===== src/rtl/mem_arb_pkg.sv =====
// Shared types for the fetch/data memory port arbiter.
// State encoding and grant identifiers.
package mem_arb_pkg;

  typedef enum logic [1:0] {
    IDLE   = 2'd0,
    BUSY_I = 2'd1,
    BUSY_D = 2'd2
  } state_t;

  localparam logic GNT_I = 1'b0;
  localparam logic GNT_D = 1'b1;

endpackage


===== src/rtl/arb_timeout_ctr.sv =====
// Saturating cycle counter for an outstanding memory request.
// clear: restart; enable: count; expired: count reached TIMEOUT-1.
module arb_timeout_ctr #(
  parameter int TIMEOUT = 64
) (
  input  logic clk,
  input  logic reset,
  input  logic clear,
  input  logic enable,
  output logic expired
);

  localparam int CW = $clog2(TIMEOUT + 1);
  localparam logic [CW-1:0] LAST = CW'(TIMEOUT - 1);
  localparam logic [CW-1:0] CMAX = CW'(TIMEOUT);

  logic [CW-1:0] cnt;

  always_ff @(posedge clk) begin
    if (reset || clear) begin
      cnt <= '0;
    end else if (enable && cnt != CMAX) begin
      cnt <= cnt + 1'b1;
    end
  end

  assign expired = (cnt >= LAST);

endmodule


===== src/rtl/mem_port_arbiter.sv =====
// Round-robin arbiter sharing one req/ack memory port between fetch (i_*)
// and load/store (d_*) requesters; done pulses carry rdata or timeout err.
module mem_port_arbiter
  import mem_arb_pkg::*;
#(
  parameter int ADDR_W  = 32,
  parameter int DATA_W  = 32,
  parameter int TIMEOUT = 64
) (
  input  logic                clk,
  input  logic                reset,
  input  logic                i_req,
  input  logic [ADDR_W-1:0]   i_addr,
  output logic                i_done,
  output logic                i_err,
  output logic [DATA_W-1:0]   i_rdata,
  input  logic                d_req,
  input  logic                d_we,
  input  logic [ADDR_W-1:0]   d_addr,
  input  logic [DATA_W-1:0]   d_wdata,
  input  logic [DATA_W/8-1:0] d_wstrb,
  output logic                d_done,
  output logic                d_err,
  output logic [DATA_W-1:0]   d_rdata,
  output logic                m_req,
  output logic                m_we,
  output logic [ADDR_W-1:0]   m_addr,
  output logic [DATA_W-1:0]   m_wdata,
  output logic [DATA_W/8-1:0] m_wstrb,
  input  logic                m_ack,
  input  logic [DATA_W-1:0]   m_rdata
);

  state_t state;
  state_t state_n;
  logic   last_grant;

  logic                h_we;
  logic [ADDR_W-1:0]   h_addr;
  logic [DATA_W-1:0]   h_wdata;
  logic [DATA_W/8-1:0] h_wstrb;

  logic i_elig;
  logic d_elig;
  logic grant;
  logic gnt_id;
  logic fin;
  logic fin_err;
  logic expired;
  logic busy;

  assign busy = (state != IDLE);

  // A req still high in its own done cycle is the old request.
  assign i_elig = i_req & ~i_done;
  assign d_elig = d_req & ~d_done;

  always_comb begin
    state_n = state;
    grant   = 1'b0;
    gnt_id  = GNT_I;
    fin     = 1'b0;
    fin_err = 1'b0;
    unique case (state)
      IDLE: begin
        unique case (1'b1)
          i_elig && d_elig: begin
            grant  = 1'b1;
            gnt_id = (last_grant == GNT_I) ? GNT_D : GNT_I;
          end
          d_elig && !i_elig: begin
            grant  = 1'b1;
            gnt_id = GNT_D;
          end
          i_elig && !d_elig: begin
            grant  = 1'b1;
            gnt_id = GNT_I;
          end
          default: ;
        endcase
        if (grant) begin
          state_n = (gnt_id == GNT_D) ? BUSY_D : BUSY_I;
        end
      end
      BUSY_I, BUSY_D: begin
        // Ack wins over a simultaneous timeout.
        if (m_ack) begin
          fin = 1'b1;
        end else if (expired) begin
          fin     = 1'b1;
          fin_err = 1'b1;
        end
        if (fin) begin
          state_n = IDLE;
        end
      end
      default: state_n = IDLE;
    endcase
  end

  always_ff @(posedge clk) begin
    if (reset) begin
      state <= IDLE;
    end else begin
      state <= state_n;
    end
  end

  always_ff @(posedge clk) begin
    if (reset) begin
      last_grant <= GNT_D;
      h_we       <= 1'b0;
      h_addr     <= '0;
      h_wdata    <= '0;
      h_wstrb    <= '0;
      i_done     <= 1'b0;
      i_err      <= 1'b0;
      i_rdata    <= '0;
      d_done     <= 1'b0;
      d_err      <= 1'b0;
      d_rdata    <= '0;
    end else begin
      i_done <= 1'b0;
      d_done <= 1'b0;
      if (grant) begin
        if (gnt_id == GNT_D) begin
          h_we    <= d_we;
          h_addr  <= d_addr;
          h_wdata <= d_wdata;
          h_wstrb <= d_wstrb;
        end else begin
          h_we    <= 1'b0;
          h_addr  <= i_addr;
          h_wdata <= '0;
          h_wstrb <= '0;
        end
      end
      if (fin) begin
        if (state == BUSY_I) begin
          i_done     <= 1'b1;
          i_err      <= fin_err;
          i_rdata    <= fin_err ? '0 : m_rdata;
          last_grant <= GNT_I;
        end else begin
          d_done     <= 1'b1;
          d_err      <= fin_err;
          d_rdata    <= fin_err ? '0 : m_rdata;
          last_grant <= GNT_D;
        end
      end
    end
  end

  arb_timeout_ctr #(
    .TIMEOUT (TIMEOUT)
  ) u_ctr (
    .clk     (clk),
    .reset   (reset),
    .clear   (!busy),
    .enable  (busy && !m_ack),
    .expired (expired)
  );

  assign m_req   = busy;
  assign m_we    = h_we;
  assign m_addr  = h_addr;
  assign m_wdata = h_wdata;
  assign m_wstrb = h_wstrb;

endmodule


===== config.mk =====
export PLATFORM = sky130hd
export DESIGN_NAME = mem_port_arbiter
export DESIGN_NICKNAME = d
export VERILOG_FILES = /design/src/rtl/mem_arb_pkg.sv /design/src/rtl/arb_timeout_ctr.sv /design/src/rtl/mem_port_arbiter.sv
export SDC_FILE = /design/constraint.sdc
export NUM_CORES = 1
export LEC_CHECK = 0
export BUFFER_PORTS_ARGS = -buffer_cell sky130_fd_sc_hd__buf_2
export CAP_MARGIN = 40
export CORE_MARGIN = 3
export CORE_UTILIZATION = 49
export DETAILED_ROUTE_END_ITERATION = 8
export GPL_TIMING_DRIVEN = 0
export HOLD_SLACK_MARGIN = 0.15
export PLACE_DENSITY = 0.95
export SYNTH_ARGS = -nofsm -noshare
export SYNTH_HDL_FRONTEND = slang
export SYNTH_HIERARCHICAL = 1
export SYNTH_SLANG_ARGS = --single-unit

===== constraint.sdc =====
create_clock -name clk -period 4.4 [get_ports clk]
set_clock_uncertainty 0.1 [all_clocks]
set_input_delay 0 -clock clk [delete_from_list [all_inputs] [get_ports clk]]
set_output_delay 0 -clock clk [all_outputs]
set_load 0.005 [all_outputs]

### Word-level counts from Yosys, hierarchy flattened

Index checks and enable logic that the tools add are counted.

* flip-flop bits (word level): 147
* output and inout bits: 138
* word-level logic and storage cells: 68

* $add $sub $neg: 1
* magnitude comparators: 1
* equal/unequal tests: 5
* mux-type cells: 24
* bitwise operators: 6
* reduce and logical (&&, ||, !) cells: 18

Operators with widths (count)
* $mux 32: 3
* $mux 1: 15
* $add 7x1->7 const B: 1
* $ge 7x6->1 const B: 1
* $ne 7x7->1 const B: 1
* $mux 2: 3
* $reduce_and 2->1: 3
* $logic_and 1x1->1: 5
* $logic_not 1->1: 4
* $mux 4: 1
* $ne 2x2->1 const B: 2
* $not 1->1: 4
* $pmux 2 s2: 1
* $reduce_or 2->1: 2
* $reduce_or 3->1: 1
* $and 1x1->1: 2
* $eq 2x1->1 const B: 1
* $eq 2x2->1 const B: 1
* $logic_not 2->1: 1
* $pmux 1 s2: 1
* $reduce_bool 2->1: 1
* $logic_or 1x1->1: 1

### Depth between registers and ports, before layout

* depth in word-level cells: 9
* mapped depth: 9

### Hierarchy

The synthesis kept the hierarchy.

By module, submodules not included
* mem_port_arbiter: instances 1, cells each 529, area each 5044.8 um^2, sequential area each 2802.7 um^2
* arb_timeout_ctr: instances 1, cells each 44, area each 369.1 um^2, sequential area each 140.1 um^2

### Worst setup path after synthesis

OpenSTA, ideal clock, no wires.

* kind: register -> register
* start point: reg u_ctr.cnt[1]
* end point: reg i_err
* library setup time: 0.128 ns
* data arrival time: 1.614 ns
* required time: 4.172 ns
* slack: 2.558 ns
* stages on the path, launching flop included: 10
* period minus slack after synthesis: 1.842 ns
* cells stage by stage: dfxtp_1 > ha_1 > a21oi_1 > o21bai_1 > o21ai_2 > or2_1 > buf_2 > buf_2 > a21oi_1 > nor2_1

* word-level cells in the longest chain between the ends: 6

Ends and longest elaborated chain
* start: declaration: line arb_timeout_ctr.sv:17 `logic [CW-1:0] cnt;`
* start signal: assignment: line arb_timeout_ctr.sv:23 `cnt <= cnt + 1'b1;`
* $ge 7x6->1 *: line arb_timeout_ctr.sv:27 `assign expired = (cnt >= LAST);`
* via expired: line mem_port_arbiter.sv:49 `logic expired;`
* $mux 1 *: line mem_port_arbiter.sv:89 `end else if (expired) begin`
* $mux 1: line mem_port_arbiter.sv:87 `if (m_ack) begin`
* $mux 1 (2 in series): line mem_port_arbiter.sv:64 `unique case (state)`
* $reduce_and 2->1 (no line)
* end signal: assignment: line mem_port_arbiter.sv:141 `i_err <= fin_err;`
* end: declaration: line mem_port_arbiter.sv:15 `output logic i_err,`

Mark *: on every way through the listed nets, which the timed path passes. The rest lies on a longest branch. The select of a mux whose other input is x is not followed.
A chain may end at the register's enable or synchronous reset.

### Worst setup path after layout

* start point: reg u_ctr.cnt[0]
* end point: reg state[1]

* word-level cells in the longest chain between the ends: 6

Ends and longest elaborated chain
* $ge 7x6->1: line arb_timeout_ctr.sv:27
* via expired: line mem_port_arbiter.sv:49
* $mux 1: line mem_port_arbiter.sv:89
* $mux 1: line mem_port_arbiter.sv:87
* $mux 1: line mem_port_arbiter.sv:64
* $ne 2x2->1 (no line)
* $reduce_and 2->1 (no line)
* end signal: assignment: line mem_port_arbiter.sv:105 `state <= state_n;`
* end: declaration: line mem_port_arbiter.sv:34 `state_t state;`

The timed path passes the listed nets, and every way through them passes these cells. The select of a mux whose other input is x is not followed.

==> metrics.md <==
| Metric | Value |
|---|---|
| Outcome | finished clean |
| WS Path Type | reg2reg |
| Avg Vias per Cell | 5.98 |
| Syn Nets | 715 |
| DIE WIDTH | 111 um |
| Antenna Nets Post-Route | 0 |
| Critical-path top delay cell | dlygate4sd3_1 |
| Largest net degree at the start of global routing | 17 |
| Maximum Capacitance Violations | 0 |
| HP Class | in2reg |
| Worst Setup Start Kind | flip-flop |
| Ys Warns | 6 |
| DRT Wirelength | 23800 um |
| DR iter-0 viols | 827 |
| PortBufs | 275 |
| Fmax | 341 MHz |
| Headroom to the max-slew limit | 60.0% |
| Cts hold-fix bufs | 144 |
| Num ports | 276 |
| WP data arrival | 3.23 ns |
| Clock slew at reported path FFs | 0.07 ns |
| Vias in the first global route | 7260 |
| Root Driver | clkbuf_8 |
| Total track usage | 37.6% |
| CP required | 4.70 ns |
| Cts bufs inserted | 17 |
| R2R depth | 8 |
| Die Ht | 111 um |
| Worst r2r src | u_ctr/cnt[0] |
| Critical-path maximum fanout | 6 |
| Hold Path Origin | d_wdata[1] |
| Clk_lat worst skew | 0.51 ns |
| Worst slew pin tran | 0.599 ns |
| Worst path cell trace | ha_1, a21oi_1, o21bai_1, or3b_2, nand4_1, dlygate4sd3_1, a21oi_1, dlygate4sd3_1 |
| Routed len/inst | 20.5 um |
| Post-route DRC | 0 |
| Starting Density | 51.3% |
| Clock Tree Buf Depth | 2 |
| Cell count after synthesis | 573 |
| Place WS | 2.27 ns |
| CTS H-tree lvls | 4 |
| Mapped cell area | 5410 um2 |
| Reg2Reg Capture Point | state[1] |
| Layout cells sized above 1 | 34.4% |
| # fillers | 511 |
| First-pass GRT wire length | 37600 um |
| Leakage | 4.02 nW |
| Initial antenna violation count | 1 |
| Library cells used by synthesis | 39 |
| Clock Sinks | 147 |
| Min Tclk post-route | 2.93 ns |
| HPWL Detailed | 13000 um |
| Most frequent cells in the layout | buf_2 (309), dfxtp_1 (147), dlygate4sd3_1 (144) |
| Setup_tns | 0 ns |
| Critical path endpoint category | flip-flop |
| Hold Path Sink | m_wdata[1] |
| Syn_area_per_cell | 9.45 um2 |
| Hold depth | 4 |
| Cts repair resizes | 0 |
| Peak VDD IR | 0.291 mV |
| Register area share after synthesis | 54.4% |
| R2R Setup Slk | 1.47 ns |
| Commonest non-fill, non-tap cell in the layout | buf_2 |
| Unrepaired setup endpoints after global routing | false |
| Vias | 6944 |
| PwrDens | 408 nW/um2 |
| Drt pass-1 iters | 8 |
| Final number of hold-violating endpoints | 0 |
| CP peak stage delay | 0.58 ns |
| Core outline area | 10600 um2 |
| Number of synthesized register bits | 147 |
| Final setup margin | 1.47 ns |
| Grt ovf | 0 |
| Slew Viols, Final | 0 |
| Fin nets | 1153 |
| Fin crit share | 66.6% |
| Die ar. | 12300 um2 |
| CTS tree | done |
| Final setup fails | 0 |
| Layout area overhead | 66.1% |
| Placement row count | 37 |
| Post-CTS Setup Inserts | 0 |
| RD Place Congestion | 0.890 |
## synthesized netlist by cell type, drive strengths merged
cell / n / area [um2]
a22oi: 37 / 278
o21ai: 36 / 188
dfxtp: 147 / 2940
or3b: 1 / 8.76
o31ai: 1 / 7.51
nand3: 35 / 175
or3: 2 / 12.5
o221ai: 32 / 280
and2b: 1 / 7.51
xor2: 2 / 17.5
a21oi: 38 / 190
inv: 9 / 33.8
nand3b: 3 / 35.0
buf: 37 / 196
ha: 4 / 50.1
o21bai: 1 / 7.51
mux2i: 2 / 20.0
clkbuf: 16 / 60.1
or2: 2 / 12.5
nor2b: 1 / 13.8
nor2: 47 / 179
a21o: 1 / 7.51
nand2: 74 / 278
and3: 2 / 12.5
xnor2: 1 / 8.76
nand4: 4 / 25.0
a32o: 32 / 320
nor3: 2 / 15.0
o211a: 1 / 10.0
a31oi: 1 / 6.26
nor4b: 1 / 15.0
## metal layers
metal  track usage, %  vias up  wire [um]
met5            0.417        -          0
met4             22.1        0       1680
met3             10.0      148       2370
met2             66.1      604      11500
met1             40.4     3207       8270
li1                 -     2985          -
## sequential cells by signal, indices dropped and copies added (netlist names), 2 cells and up
register / count
m_wdata: 32
state: 2
u_ctr/cnt: 7
d_rdata: 32
m_addr: 32
m_wstrb: 4
i_rdata: 32
## cell families (layout without fill, tap and decap cells)
| logic type | count (synthesis) | in the layout | synth area share (%) |
|---|---|---|---|
| xor+xnor | 3 | 3 | 0.485 |
| flops | 147 | 147 | 54.4 |
| other cells | 0 | 2 | 0 |
| mux | 2 | 2 | 0.370 |
| buf+inv | 62 | 513 | 5.36 |
| fa+ha+maj | 4 | 4 | 0.924 |
| compound gates | 180 | 180 | 23.9 |
| simple gates | 175 | 175 | 14.6 |
## critical path: cells and delay by family (launching register included)
family	cells	cell delay, ns
fa+ha+maj	1	0.26
buf+inv	2	1.14
compound gates	3	0.32
simple gates	2	0.64
flops	1	0.37
## power by group
group	internal [mW]	leakage (nW)	switching (mW)
logic	0.351	2.53	0.382
registers	1.44	1.20	0.0665
clock network	0.796	0.287	0.638
## stage by stage
step	area (um2)	util [%]	hold slack [ns]	std cells	power [mW]
3_5_place_dp	6960	65.9	0.157	984	2.08
4_1_cts	8990	85.2	0.152	1160	3.61
6_report	8990	85.2	0.178	1162	3.67
5_1_grt	8990	85.2	0.176	1162	3.80
3_3_place_gp	6960	65.9	0.144	984	2.06
2_1_floorplan	5410	-	0.0475	573	1.81
## layout make-up
type / instances / area, um2 / share of cell area, %
sequential: 147 / 2940 / 32.7
timing repair buffer: 419 / 2820 / 31.3
multi-input combinational: 364 / 2180 / 24.2
clock buffer: 18 / 428 / 4.76
buffer: 53 / 256 / 2.85
tap: 136 / 170 / 1.89
clock inverter: 14 / 160 / 1.78
inverter: 9 / 33.8 / 0.376
antenna: 2 / 5.00 / 0.0556
## worst max-delay path by stage
stage	startpoint	endpoint	slack, ns	cells past startpoint
5_1_grt	u_ctr/cnt[0]	state[1]	1.33	8
2_1_floorplan	u_ctr/cnt[1]	i_err	2.56	9
4_1_cts	u_ctr/cnt[0]	state[1]	1.49	8
6_report	u_ctr/cnt[0]	state[1]	1.47	8
3_5_place_dp	u_ctr/cnt[0]	d_rdata[9]	2.27	7
3_3_place_gp	u_ctr/cnt[0]	d_rdata[11]	2.31	7
Note: power is estimated with default switching activity, not from simulation.
